File: src/rtl/run_scan_pkg.sv
// Shared state type and default sizing for the serial run-scan controller.
package run_scan_pkg;

   typedef enum logic [1:0] {IDLE, SHIFT, DRAIN, DONE} scan_state_t;

   localparam int unsigned NBITS_DEF   = 8;
   localparam int unsigned RUN_LEN_DEF = 3;

endpackage

File: src/rtl/run_detector.sv
// Serial run detector: flags every bit that completes a run of RUN_LEN or more ones.
module run_detector #(
   parameter int unsigned RUN_LEN = 3
) (
   input  logic clk_2,
   input  logic reset,
   input  logic clear,
   input  logic in_bit,
   output logic detect
);

   localparam int unsigned RW = $clog2(RUN_LEN + 1);

   logic [RW-1:0] cnt_q, cnt_d;

   // Saturating count lets detect stay high across runs longer than RUN_LEN.
   always_comb begin
      cnt_d = cnt_q;
      if (clear || !in_bit) begin
         cnt_d = '0;
      end else if (cnt_q != RW'(RUN_LEN)) begin
         cnt_d = cnt_q + RW'(1);
      end
   end

   always_ff @(posedge clk_2) begin
      if (reset) begin
         cnt_q <= '0;
      end else begin
         cnt_q <= cnt_d;
      end
   end

   assign detect = (cnt_q == RW'(RUN_LEN));

endmodule

File: src/rtl/run_scan_ctrl.sv
// Latches a word, shifts it MSB-first through the run detector, and reports hit count,
// first-hit position and a one-cycle done pulse.
module run_scan_ctrl
   import run_scan_pkg::*;
#(
   parameter int unsigned NBITS   = NBITS_DEF,
   parameter int unsigned RUN_LEN = RUN_LEN_DEF,
   localparam int unsigned CW     = $clog2(NBITS + 1),
   localparam int unsigned PW     = $clog2(NBITS)
) (
   input  logic             clk_2,
   input  logic             reset,
   input  logic             start,
   input  logic [NBITS-1:0] word_in,
   output logic             busy,
   output logic             done,
   output logic             in_bit,
   output logic             detect,
   output logic [CW-1:0]    hit_count,
   output logic             any_hit,
   output logic [PW-1:0]    first_hit_pos
);

   scan_state_t      state_q, state_d;
   logic [NBITS-1:0] shreg_q, shreg_d;
   logic [CW-1:0]    bit_idx_q, bit_idx_d;
   logic [CW-1:0]    hit_count_q, hit_count_d;
   logic [PW-1:0]    first_q, first_d;
   logic             det_clear;

   run_detector #(
      .RUN_LEN (RUN_LEN)
   ) u_det (
      .clk_2  (clk_2),
      .reset  (reset),
      .clear  (det_clear),
      .in_bit (in_bit),
      .detect (detect)
   );

   always_comb begin
      state_d     = state_q;
      shreg_d     = shreg_q;
      bit_idx_d   = bit_idx_q;
      hit_count_d = hit_count_q;
      first_d     = first_q;
      det_clear   = 1'b0;

      unique case (state_q)
         IDLE: begin
            det_clear = 1'b1;
            if (start) begin
               shreg_d     = word_in;
               bit_idx_d   = '0;
               hit_count_d = '0;
               first_d     = '0;
               state_d     = SHIFT;
            end
         end
         SHIFT: begin
            shreg_d   = {shreg_q[NBITS-2:0], 1'b0};
            bit_idx_d = bit_idx_q + CW'(1);
            if (bit_idx_q == CW'(NBITS - 1)) begin
               state_d = DRAIN;
            end
         end
         DRAIN:   state_d = DONE;
         DONE:    state_d = IDLE;
         default: state_d = IDLE;
      endcase

      // detect lags in_bit by one clock, so it belongs to bit (bit_idx_q - 1).
      if ((((state_q == SHIFT) && (bit_idx_q != '0)) || (state_q == DRAIN)) && detect) begin
         if (hit_count_q == '0) begin
            first_d = PW'(bit_idx_q - CW'(1));
         end
         hit_count_d = hit_count_q + CW'(1);
      end
   end

   always_ff @(posedge clk_2) begin
      if (reset) begin
         state_q     <= IDLE;
         shreg_q     <= '0;
         bit_idx_q   <= '0;
         hit_count_q <= '0;
         first_q     <= '0;
      end else begin
         state_q     <= state_d;
         shreg_q     <= shreg_d;
         bit_idx_q   <= bit_idx_d;
         hit_count_q <= hit_count_d;
         first_q     <= first_d;
      end
   end

   always_comb begin
      busy          = (state_q == SHIFT) || (state_q == DRAIN);
      done          = (state_q == DONE);
      in_bit        = (state_q == SHIFT) ? shreg_q[NBITS-1] : 1'b0;
      any_hit       = (hit_count_q != '0);
      hit_count     = hit_count_q;
      first_hit_pos = first_q;
   end

endmodule

File: config.mk
export PLATFORM = sky130hd
export DESIGN_NAME = run_scan_ctrl
export DESIGN_NICKNAME = d
export VERILOG_FILES = /design/src/rtl/run_scan_pkg.sv /design/src/rtl/run_detector.sv /design/src/rtl/run_scan_ctrl.sv
export SDC_FILE = /design/constraint.sdc
export NUM_CORES = 1
export LEC_CHECK = 0
export BUFFER_PORTS_ARGS = -buffer_cell sky130_fd_sc_hd__buf_2
export CELL_PAD_IN_SITES_DETAIL_PLACEMENT = 1
export CELL_PAD_IN_SITES_GLOBAL_PLACEMENT = 1
export CORE_MARGIN = 3
export CORE_UTILIZATION = 43
export DETAILED_ROUTE_END_ITERATION = 16
export PLACE_DENSITY = 0.92
export RECOVER_POWER = 25
export SLEW_MARGIN = 10
export SYNTH_ARGS = -nofsm -noshare
export SYNTH_HDL_FRONTEND = slang
export SYNTH_SLANG_ARGS = --single-unit
export TNS_END_PERCENT = 30
File: constraint.sdc
create_clock -name clk_2 -period 3.3 [get_ports clk_2]
set_input_delay 0.33 -clock clk_2 [delete_from_list [all_inputs] [get_ports clk_2]]
set_output_delay 0.33 -clock clk_2 [all_outputs]
set_load 0.01 [all_outputs]
==> results.json <==
{
  "status": "completed",
  "ir_drop_uv": 416,
  "grt_max_degree": 25,
  "grt_overflow_total": 0,
  "synthTopCellsByArea": "dfxtp_1 (39%), ha_1 (9.4%), mux2i_1 (7.5%), a211oi_1 (5.0%), nor2_1 (4.7%)",
  "drt_pass1_iterations": 4,
  "cp_max_fo": 14,
  "cts_root_buf": "clkbuf_4",
  "hold_class": "input port to flop",
  "clock_sinks": 23,
  "fin_util_pct": 51.6,
  "synth_edf_count": 0,
  "pwr_density_cell_nw_per_um2": 690,
  "p_clk_share_pct": 14.9,
  "crit_type": "flop to flop",
  "design_area_um2": 1330,
  "viasPerCell": 5.79,
  "synth_seq_cells": 23,
  "intPower_uw": 533,
  "worst_setup_path_start_kind": "flop",
  "antenna_left": 0,
  "wl_per_cell_um": 15.7,
  "fin_nets": 174,
  "ys_seq_area_share_pct": 38.6,
  "cpPeakStageDelay_ps": 710,
  "vias": 1059,
  "cts_hold_buffers": 0,
  "fill_cells": 328,
  "placementRows": 18,
  "p_sw_share_pct": 41.6,
  "syn_area_um2": 1190,
  "port_buffers": 22,
  "grt_pass1_wl_um": 4920,
  "relSlewSlack_pct": 39.5,
  "period_minus_slack_ps": 2320,
  "wl_um": 2880,
  "synth_ff_type": "dfxtp_1",
  "initial_utilization_pct": 46.5,
  "combPwrFrac_pct": 43.2,
  "final-hold-violation-count": 0,
  "ctsResizeCount": 0,
  "cts.reportedPaths.clkPinSlew_ps": 130,
  "synth_top_cells_by_count": "dfxtp_1 (23), nor2_1 (15), ha_1 (9), mux2i_1 (9)",
  "postCtsSetupRepairBufs": 0,
  "cp.arrival_ps": 2540,
  "clk_path_buf_depth": 2,
  "drive_gt1_share_pct": 15.7,
  "clock_latency_ps": 310,
  "cp-end-kind": "flop",
  "hpwl_um": 2200,
  "synthArstFlopShare_pct": 0,
  "antenna_found_initial": 0,
  "finalClockSkew_ps": 5.36,
  "maxCapViolCount": 0,
  "p_seq_share_pct": 41.9,
  "dieWidth_um": 58.7,
  "die_h_um": 58.7,
  "synth_top_area_share_pct": 38.6,
  "dieArea_um2": 3440,
  "slew_viol_final": 0,
  "worst_slew_pin_slew_ps": 901,
  "cts_made_buffers": 3,
  "fmax_ghz": 0.430,
  "core_um2": 2570,
  "drt_iter0_drc": 54,
  "cts_tree": "built",
  "crit_top_cell": "inv_1",
  "area_growth_pct": 11.0,
  "io_pins": 23,
  "p_total_uw": 914,
  "synth_cell_type_count": 37,
  "rsz0062_at_grt": "no",
  "synthCells": 133,
  "place.gp.congestion": 0.788,
  "path_cells": "inv_1, ha_1, buf_4, inv_1, o21ai_1, nor2_1, a211oi_1",
  "finalSetupViolCount": 0,
  "fin_crit_sh_pct": 70.4,
  "grt_util_all_layers_pct": 18.3,
  "placed_area_um2": 1310,
  "syn_nets": 153,
  "antenna_cells": 0,
  "slowest_stage": "o21ai_1",
  "fin_tns_setup_ps": 0,
  "p_leak_uw": 0.000520,
  "synth.most_common_cell": "dfxtp_1",
  "grt_pass1_vias": 1082,
  "critPathRequiredTime_ps": 3520,
  "yosys.area.top_type": "dfxtp_1",
  "htreeDepth": 1,
  "ys_warn_count": 0,
  "switching_power_uw": 381,
  "avgSynthCellArea_um2": 8.97,
  "route.detailed.drc": 0
}
## layout by cell type, fill, tap and decap left out, drive strengths merged, types with 2 or more instances in the layout
| master | n |
|---|---|
| nor4 | 2 |
| dfxtp | 23 |
| nand3 | 7 |
| inv | 8 |
| mux2i | 9 |
| a21oi | 7 |
| xor2 | 2 |
| nand2 | 8 |
| buf | 15 |
| clkbuf | 11 |
| ha | 9 |
| nor2 | 15 |
| mux2 | 2 |
| nand4b | 2 |
| a31oi | 2 |
| o21ai | 5 |
| nor3 | 3 |
| nand3b | 4 |
| a211oi | 8 |
## state kept, by name (all words and copies together) (netlist names)
name	count
bit_idx_q	4
state_q	2
shreg_q	8
hit_count	4
u_det.cnt_q	2
first_hit_pos	3
## per-layer routing
metal / share of wire [%] / routed length (µm) / global-route usage, % / vias to the layer above
li1: - / - / - / 508
met1: 43 / 1240 / 22.7 / 511
met2: 50 / 1450 / 31.1 / 30
met3: 4.3 / 123 / 2.85 / 10
met4: 2.4 / 70 / 8.09 / 0
met5: 0 / 0 / 0 / -
## worst max-delay path, delay by kind of cell, from the launching register on
kind	cells	cell delay [ps]
and+or+nand+nor	1	80
DFF	1	360
AOI/OAI and AO/OA	2	1010
adders and majority gates	1	340
buffers and inverters	3	420
## path summary, 6_finish.rpt
check,startpoint,to,slack (ps),depth (start not counted)
max reg2reg,state_q[1],shreg_q[2],980,7
min reg2reg,first_hit_pos[2],first_hit_pos[2],500,2
min,word_in[3],shreg_q[3],350,3
max,state_q[1],shreg_q[2],980,7
## power by group through the flow
stage | logic (µW) | clock network, µW | registers, µW
after detailed placement | 394 | 0 | 388
after global routing | 453 | 153 | 390
after global placement | 363 | 0 | 381
after floorplan | 310 | 0 | 374
after CTS | 401 | 138 | 382
final | 395 | 136 | 383
## stage by stage
stage / setup slack, ps / cells / hold WS (ps)
6_report: 976 / 183 / 352
5_1_grt: 686 / 183 / 358
4_1_cts: 957 / 183 / 346
3_5_place_dp: 1030 / 179 / 487
3_3_place_gp: 1250 / 179 / 465
2_1_floorplan: 1580 / 133 / 409
## cell type report
type                    instances  area, µm²  area share, %
flip-flops and latches         23        460           34.7
clock buffers                   3       22.5           1.70
clock inverters                 1       5.00          0.378
well taps                      30       37.5           2.83
repair buffers                 23        108           8.12
inverters                       8       30.0           2.27
multi-input cells              95        662           50.0
## cells by family after synthesis
group	count (synthesis)	share of synthesized area, %
compound gates	24	12.8
xor+xnor	2	1.47
fa+ha+maj	9	9.43
buf+inv	15	5.97
flops	23	38.6
mux	11	9.43
simple gates	49	22.3
Power figures use the tool's default switching activity.
